--- src/rtl/mac_learn_table_aging.sv ---
// Learning MAC table with per-entry aging, first-free allocation and station-move detection.
// Flop-based CAM plus port LUT; the top entry is a hard-wired broadcast route.
module mac_learn_table_aging #(
    parameter int unsigned                   NUM_OUTPUT_QUEUES         = 8,
    parameter int unsigned                   LUT_DEPTH_BITS            = 4,
    parameter logic [NUM_OUTPUT_QUEUES-1:0]  DEFAULT_MISS_OUTPUT_PORTS = NUM_OUTPUT_QUEUES'(8'h55),
    parameter int unsigned                   AGE_TICK_CYCLES           = 1024,
    parameter int unsigned                   AGE_MAX                   = 15,
    parameter bit                            MOVE_LOCK                 = 1'b1
) (
    input  logic                         clk,
    input  logic                         reset,
    input  logic [47:0]                  dst_mac,
    input  logic [47:0]                  src_mac,
    input  logic [NUM_OUTPUT_QUEUES-1:0] src_port,
    input  logic                         lookup_req,
    output logic                         lookup_ready,
    output logic [NUM_OUTPUT_QUEUES-1:0] dst_ports,
    output logic                         lookup_done,
    output logic                         lut_hit,
    output logic                         lut_miss,
    output logic                         move_alarm,
    output logic                         table_full,
    output logic [LUT_DEPTH_BITS:0]      entry_count
);

    localparam int unsigned NOQ       = NUM_OUTPUT_QUEUES;
    localparam int unsigned DEPTH     = 1 << LUT_DEPTH_BITS;
    localparam int unsigned LEARN_N   = DEPTH - 1;
    localparam int unsigned IW        = LUT_DEPTH_BITS;
    localparam int unsigned CW        = LUT_DEPTH_BITS + 1;
    localparam int unsigned AW        = 4;
    localparam int unsigned PW        = (AGE_TICK_CYCLES > 1) ? $clog2(AGE_TICK_CYCLES) : 1;
    localparam int unsigned MCAST_BIT = 40;

    localparam logic [47:0]    BCAST_MAC  = '1;
    localparam logic [AW-1:0]  AGE_RELOAD = AW'(AGE_MAX);
    localparam logic [PW-1:0]  PRESC_LAST = PW'(AGE_TICK_CYCLES - 1);
    localparam logic [IW-1:0]  PTR_LAST   = IW'(LEARN_N - 1);

    localparam logic [1:0] S_IDLE   = 2'd0;
    localparam logic [1:0] S_LOOKUP = 2'd1;
    localparam logic [1:0] S_LEARN  = 2'd2;

    logic [1:0]     state;
    logic [1:0]     state_next;

    logic [47:0]    dst_q;
    logic [47:0]    src_q;
    logic [NOQ-1:0] port_q;

    logic [LEARN_N-1:0] valid;
    logic [47:0]        mac       [LEARN_N];
    logic [NOQ-1:0]     ports_tab [LEARN_N];
    logic [AW-1:0]      age       [LEARN_N];

    logic [IW-1:0]  rr_ptr;
    logic [PW-1:0]  presc;
    logic           tick;

    logic           dst_hit_c;
    logic [IW-1:0]  dst_idx_c;
    logic [NOQ-1:0] dst_ports_c;
    logic           src_hit_c;
    logic [IW-1:0]  src_idx_c;

    logic           dst_hit_r;
    logic [NOQ-1:0] dst_ports_r;
    logic           src_hit_r;
    logic [IW-1:0]  src_idx_r;

    logic           free_found_c;
    logic [IW-1:0]  free_idx_c;
    logic [CW-1:0]  count_c;

    logic           moved_c;
    logic           wr_en;
    logic [IW-1:0]  wr_idx;
    logic           ptr_adv;

    // State register
    always_ff @(posedge clk or posedge reset) begin
        if (reset) state <= S_IDLE;
        else       state <= state_next;
    end

    // Next-state logic
    always_comb begin
        state_next = state;
        case (state)
            S_IDLE:   if (lookup_req) state_next = S_LOOKUP;
            S_LOOKUP: state_next = S_LEARN;
            S_LEARN:  state_next = S_IDLE;
            default:  state_next = S_IDLE;
        endcase
    end

    // Request capture; requests outside IDLE are dropped
    always_ff @(posedge clk or posedge reset) begin
        if (reset) begin
            dst_q  <= '0;
            src_q  <= '0;
            port_q <= '0;
        end else if (state == S_IDLE && lookup_req) begin
            dst_q  <= dst_mac;
            src_q  <= src_mac;
            port_q <= src_port;
        end
    end

    // Parallel CAM compare; descending loop leaves the lowest matching index
    always_comb begin
        dst_hit_c = 1'b0;
        dst_idx_c = '0;
        src_hit_c = 1'b0;
        src_idx_c = '0;
        for (int i = int'(LEARN_N) - 1; i >= 0; i--) begin
            if (valid[i] && mac[i] == dst_q) begin
                dst_hit_c = 1'b1;
                dst_idx_c = IW'(i);
            end
            if (valid[i] && mac[i] == src_q) begin
                src_hit_c = 1'b1;
                src_idx_c = IW'(i);
            end
        end
        dst_ports_c = dst_hit_c ? ports_tab[dst_idx_c] : DEFAULT_MISS_OUTPUT_PORTS;
        if (dst_q == BCAST_MAC) begin
            dst_hit_c   = 1'b1;
            dst_ports_c = DEFAULT_MISS_OUTPUT_PORTS;
        end
    end

    // Lookup results are frozen here so a concurrent age-out cannot retract a hit
    always_ff @(posedge clk or posedge reset) begin
        if (reset) begin
            dst_hit_r   <= 1'b0;
            dst_ports_r <= '0;
            src_hit_r   <= 1'b0;
            src_idx_r   <= '0;
        end else if (state == S_LOOKUP) begin
            dst_hit_r   <= dst_hit_c;
            dst_ports_r <= dst_ports_c;
            src_hit_r   <= src_hit_c;
            src_idx_r   <= src_idx_c;
        end
    end

    // Lowest free learnable slot and occupancy
    always_comb begin
        free_found_c = 1'b0;
        free_idx_c   = '0;
        count_c      = '0;
        for (int i = int'(LEARN_N) - 1; i >= 0; i--) begin
            if (!valid[i]) begin
                free_found_c = 1'b1;
                free_idx_c   = IW'(i);
            end
            count_c = count_c + CW'(valid[i]);
        end
    end

    // Learn decision: refresh, move handling or allocation
    always_comb begin
        moved_c = 1'b0;
        wr_en   = 1'b0;
        wr_idx  = '0;
        ptr_adv = 1'b0;
        if (state == S_LEARN && !src_q[MCAST_BIT]) begin
            if (src_hit_r) begin
                moved_c = (ports_tab[src_idx_r] != port_q);
                wr_en   = !moved_c || !MOVE_LOCK;
                wr_idx  = src_idx_r;
            end else begin
                wr_en   = 1'b1;
                wr_idx  = free_found_c ? free_idx_c : rr_ptr;
                ptr_adv = !free_found_c;
            end
        end
    end

    // Aging prescaler
    assign tick = (presc == PRESC_LAST);

    always_ff @(posedge clk or posedge reset) begin
        if (reset)     presc <= '0;
        else if (tick) presc <= '0;
        else           presc <= presc + PW'(1);
    end

    // Replacement pointer, used only when the table is full
    always_ff @(posedge clk or posedge reset) begin
        if (reset)        rr_ptr <= '0;
        else if (ptr_adv) rr_ptr <= (rr_ptr == PTR_LAST) ? '0 : rr_ptr + IW'(1);
    end

    // Table storage; a learn write takes priority over an aging decrement
    always_ff @(posedge clk or posedge reset) begin
        if (reset) begin
            valid <= '0;
            for (int i = 0; i < int'(LEARN_N); i++) begin
                mac[i]       <= '0;
                ports_tab[i] <= '0;
                age[i]       <= '0;
            end
        end else begin
            for (int i = 0; i < int'(LEARN_N); i++) begin
                if (wr_en && wr_idx == IW'(i)) begin
                    valid[i]     <= 1'b1;
                    mac[i]       <= src_q;
                    ports_tab[i] <= port_q;
                    age[i]       <= AGE_RELOAD;
                end else if (tick && valid[i]) begin
                    age[i] <= age[i] - AW'(1);
                    if (age[i] <= AW'(1)) valid[i] <= 1'b0;
                end
            end
        end
    end

    // Registered outputs
    always_ff @(posedge clk or posedge reset) begin
        if (reset) begin
            lookup_ready <= 1'b1;
            lookup_done  <= 1'b0;
            lut_hit      <= 1'b0;
            lut_miss     <= 1'b0;
            move_alarm   <= 1'b0;
            dst_ports    <= '0;
            entry_count  <= '0;
            table_full   <= 1'b0;
        end else begin
            lookup_ready <= (state_next == S_IDLE);
            lookup_done  <= (state == S_LEARN);
            lut_hit      <= (state == S_LEARN) && dst_hit_r;
            lut_miss     <= (state == S_LEARN) && !dst_hit_r;
            move_alarm   <= moved_c;
            if (state == S_LEARN) dst_ports <= dst_ports_r & ~port_q;
            entry_count  <= count_c;
            table_full   <= &valid;
        end
    end

endmodule

--- config.mk ---
export PLATFORM = sky130hd
export DESIGN_NAME = mac_learn_table_aging
export DESIGN_NICKNAME = d
export VERILOG_FILES = /design/src/rtl/mac_learn_table_aging.sv
export SDC_FILE = /design/constraint.sdc
export NUM_CORES = 2
export LEC_CHECK = 0
export BUFFER_PORTS_ARGS = -buffer_cell sky130_fd_sc_hd__buf_2
export CAP_MARGIN = 30
export CORE_UTILIZATION = 30
export DETAILED_ROUTE_END_ITERATION = 8
export PLACE_DENSITY = 0.54
export SETUP_SLACK_MARGIN = 0.15
export SYNTH_ARGS = -nofsm -noshare
export SYNTH_HDL_FRONTEND = slang
export SYNTH_SLANG_ARGS = --single-unit
--- constraint.sdc ---
create_clock -name clk -period 28.7 [get_ports clk]
set_input_delay 0 -clock clk [delete_from_list [all_inputs] [get_ports clk]]
set_output_delay 0 -clock clk [all_outputs]
set_load 0.03 [all_outputs]
* After elaboration in Yosys (flattened, before gate mapping)
Index checks and enable logic that the tools add are counted.
Operators by class: order comparisons 17, reduce and logical (&&, ||, !) cells 117, mux-type cells 187, bitwise gates (word level) 4, equality and inequality tests 50, $add $sub $neg 31
Operator list (number):
- $eq 48x48->1 | 30
- $mux 4 | 79
- $mux 1 | 97
- $bmux 8 s4 | 2
- $logic_and 1x1->1 | 64
- $le 4x1->1 const B | 15
- $reduce_bool 2->1 | 30
- $sub 4x1->4 const B | 15
- $add 5x1->5 | 10
- $eq 48x48->1 const B | 1
- $mux 8 | 6
- $eq 4x4->1 const B | 8
- $reduce_and 2->1 | 15
- $eq 4x3->1 const B | 4
- $reduce_and 15->1 | 1
- $add 10x1->10 const B | 1
- $eq 10x10->1 const B | 1
- $ge 5x5->1 const B | 2
- $mux 10 | 1
- $not 4->5 | 2
- $and 8x8->8 | 1
- $eq 4x2->1 const B | 2
- $ne 8x8->1 | 1
- $not 8->8 | 1
- 13 further kinds | 17
Word-level totals: bits in registers 1068, word-level logic and storage cells 484

* Logic depth before layout (Yosys ltp)
depth after elaboration 23, depth in mapped cells 17, depth with buffers taken out 12

* Least setup slack after synthesis
No wires, ideal clock.
path type register to register, from reg valid[5], to reg entry_count[2], slack 25029 ps, arrival 3548 ps, stages on the path, launching flop included 12, setup time 123 ps, path buffers 0, cell sequence dfrtp_1 -> inv_1 -> fa_1 -> inv_1 -> fa_1 -> fa_1 -> inv_1 -> fa_1 -> inv_1 -> fa_1 -> fa_1 -> xor2_1
Between the ends: cells in the longest elaborated chain, start to end 6
RTL lines:
- start: declaration | RTL line 52 | logic [LEARN_N-1:0] valid;
- start signal: assignment | RTL line 200 | valid <= '0;
- start signal: indexed assignment | RTL line 209 | valid[i] <= 1'b1;
- start signal: indexed assignment | RTL line 215 | if (age[i] <= AW'(1)) valid[i] <= 1'b0;
- $add 5x1->5 (6 in series) | RTL line 159 | count_c = count_c + CW'(valid[i]);
- net count_c[2] | RTL line 74 | logic [CW-1:0] count_c;
- end signal: assignment | RTL line 239 | entry_count <= count_c;
- end: declaration | RTL line 24 | output logic [LUT_DEPTH_BITS:0] entry_count
The timed path passes the listed nets, and every way through them passes these cells. A chain may end at the register's enable or synchronous reset.

* Worst setup path after layout
from reg src_idx_r[1], to reg mac[580] in the netlist's numbering
Between the ends: cells in the longest elaborated chain, start to end 9
RTL lines:
- start: declaration | RTL line 70 | logic [IW-1:0] src_idx_r;
- start signal: assignment | RTL line 145 | src_idx_r <= src_idx_c;
- $not 4->5 (implied by the code) | RTL line 171 | moved_c = (ports_tab[src_idx_r] != port_q);
- $bmux 8 s4 | RTL line 171
- $mux 8 (implied by the code) (2 in series) | RTL line 171
- $ne 8x8->1 | RTL line 171
- $logic_not 1->1 | RTL line 172 | wr_en = !moved_c || !MOVE_LOCK;
- $mux 1 | RTL line 170 | if (src_hit_r) begin
- $mux 1 | RTL line 169 | if (state == S_LEARN && !src_q[MCAST_BIT]) begin
- $logic_and 1x1->1 * | RTL line 208 | if (wr_en && wr_idx == IW'(i)) begin
- end signal: indexed assignment | RTL line 210 | mac[i] <= src_q;
- end: declaration | RTL line 53 | logic [47:0] mac [LEARN_N];
Mark *: on every way between the ends. The rest lies on a longest branch, timed or not. The select of a mux whose other input is x is not followed.

==> results_dict.tcl <==
set metrics [dict create \
    hold_depth 4 \
    synth-edff-count 0 \
    maxSlewViolCount 0 \
    grt_pass1_vias 44600 \
    root_buffer "clkbuf_16" \
    path_max_fanout 54 \
    die_area_um2 204000 \
    timing.final.crit_share_pct 19.6 \
    syn2layout_area_growth_pct 15.5 \
    required_ps 29340 \
    setup_viol 0 \
    syn_area_per_cell_um2 11.3 \
    drive_gt1_share_pct 24.3 \
    grtUsageTotal_pct 24.7 \
    synth_top_area_share_pct 43.9 \
    post_cts_resize_count 0 \
    die_h_um 452 \
    r2r-end "mac[580]" \
    dieWidth_um 452 \
    place.gp.congestion 0.950 \
    max_slew_margin_pct 28.2 \
    cts_buffers 118 \
    synth_cells 5380 \
    ys_top_cells_by_area "dfrtp_1 44%, mux2_2 13%, xnor2_1 9.8%, xor2_1 9.7%, nand4_1 2.2%" \
    routed_wl_um 257000 \
    nets 5701 \
    antenna_found_initial 10 \
    worst-setup-path-type "reg -> reg" \
    syn_nets 5531 \
    timing.rr.start "src_idx_r[1]" \
    drtAntennaViolNets 0 \
    maxCapViolCount 0 \
    grt_start_max_net_pins 146 \
    critPathLaunchType "flip-flop" \
    hold_viol 0 \
    crit_path_end_kind "flip-flop" \
    fin_crit_ps 5640 \
    synthTopCellsByCount "1066 x dfrtp_1, 724 x mux2_2, 682 x xnor2_1" \
    ios 126 \
    drt_iter0_markers 5187 \
    synth_warnings 0 \
    fmax_ghz 0.177 \
    num_vias 45800 \
    yosysSeqAreaShare_pct 44.0 \
    min_path_type "in -> reg" \
    yosysMostFrequentCell "dfrtp_1" \
    synth_largest_area_cell "dfrtp_1" \
    drc 0 \
    ys_types 83 \
    grt-ovfl-total 0 \
    vias_per_cell 5.52 \
    yosys_register_bits 1067 \
    cts_max_level 3 \
    status "complete, no violations" \
    hold_start "dst_mac[29]" \
    grt_setup_unrepaired "false" \
    synth-main-ff-cell "dfrtp_1" \
    worstMarginPinSlew_ps 1070 \
    cts_tree "done" \
    pwr_density_cell_nw_per_um2 71.6 \
    skew_ps 58.1 \
    async_flop_share_pct 100 \
    grt_pass1_wl_um 358000 \
    irDropWorstVdd_v 0.0000498 \
    clock_path_buffers 3 \
    core.rowCount 164 \
    r2r_setup_slack_ps 23060 \
    netlist_area_um2 60700 \
    worstSkewPairLatency_ps 810 \
    clkSinkCount 1067 \
    power.leakage_uw 0.0313 \
    path_clk_slew_ps 70 \
    coreArea_um2 200000 \
    whs_endpoint "dst_q[29]" \
    hpwl_um 166000 \
    arrival_ps 6280 \
    io_buffers 124 \
    fin_util_pct 35.0 \
    start_util_pct 30.3 \
    finalSetupTns_ps 0 \
    ff2ff_path_depth 11 \
    wl_per_cell_um 30.9 \
    first_pass_iters 6 \
]
## worst max-delay path, cell delays in order, from the launching register on
cell	delay [ps]
dfrtp_2	1040
nor2b_1	440
nand2_1	160
o21ai_0	110
mux4_2	490
xnor2_1	240
nand4_1	240
o21ai_4	320
nand4_2	640
nor2_4	670
buf_4	650
mux2_2	400
## metrics by stage
stage / setup slack [ps] / cell area (um2) / power [uW] / instances / hold slack [ps]
CTS: 23180 / 70100 / 5000 / 8305 / 0.834
global placement: 23120 / 64200 / 3360 / 7908 / 126
global route: 22880 / 70200 / 5130 / 8309 / 21.8
detailed placement: 23200 / 64300 / 3350 / 7913 / 122
finish: 23060 / 70200 / 5030 / 8311 / 11.1
floorplan: 13990 / 60700 / 2610 / 5380 / 117
## cell families (layout without fill, tap and decap cells)
family | after synthesis | in the layout | synth area share [%]
other | 1 | 3 | 0.00617
xor gates and xnor gates | 1353 | 1353 | 19.5
adders and majority gates | 44 | 44 | 1.03
muxes | 930 | 930 | 17.8
AOI/OAI and AO/OA | 454 | 454 | 4.88
buffers and inverters | 596 | 869 | 4.43
DFF | 1067 | 1067 | 44.0
and+or+nand+nor | 935 | 935 | 8.44
## how the worst max path moves through the flow
stage                     endpoint         start
after global routing      mac[598]  src_idx_r[1]
final                     mac[580]  src_idx_r[1]
after floorplan             age[0]         reset
after CTS                 mac[597]  src_idx_r[1]
after detailed placement  mac[591]  src_idx_r[1]
after global placement    mac[618]  src_idx_r[0]
## metal layers
| metal | share of wire [%] | track usage, % | wire, um | vias to the layer above |
|---|---|---|---|---|
| li1 | - | - | - | 19000 |
| met3 | 8.3 | 4.46 | 21300 | 742 |
| met4 | 6.8 | 14.1 | 17500 | 2 |
| met2 | 45 | 39.1 | 117000 | 2304 |
| met1 | 40 | 31.6 | 102000 | 23700 |
| met5 | 0.0043 | 0 | 11 | - |
## layout by cell type, fill, tap and decap left out, drive strengths merged, types with 25 or more instances in the layout
cell type	synthesis	routed
nand3	59	59
mux2i	88	88
dlygate4sd3	0	169
mux4	32	32
mux2	810	810
nor2	75	75
nand2	211	211
o22ai	54	54
xnor2	682	682
nand4	214	214
o221ai	25	25
ha	34	34
inv	161	165
a21oi	27	27
nor3	37	37
nor2b	42	42
clkbuf	186	167
xor2	671	671
nor4	208	208
o21ai	201	201
buf	245	312
dfrtp	1066	1066
nand2b	37	37
clkinv	4	38
## registers in the layout, summed over array words and instances (netlist names), 8 cells and up
name and flops:
mac 720, ports_tab 120, age 60, dst_q 48
src_q 48, valid 15, presc 10, dst_ports 8
dst_ports_r 8, port_q 8
## timing repair
item | 4_1_cts | 5_1_grt
setup buffers | 0 | 0
hold buffers | 169 | 0
endpoints found under the hold margin | 205 | 0
## where the power goes
group / switching, uW / internal [uW]
sequential: 195 / 1600
combinational: 1100 / 511
clock: 690 / 933
total: 1980 / 3040
## final cells by class
cell class / count / area, um2
multi-input combinational: 3717 / 31500
timing repair buffer: 481 / 3890
clock inverter: 56 / 682
antenna: 2 / 5.00
inverter: 165 / 623
clock buffer: 167 / 3400
sequential: 1067 / 26800
tap: 2656 / 3320
fill: 19900 / 130000
No activity file was read; power rests on OpenSTA's default activity.
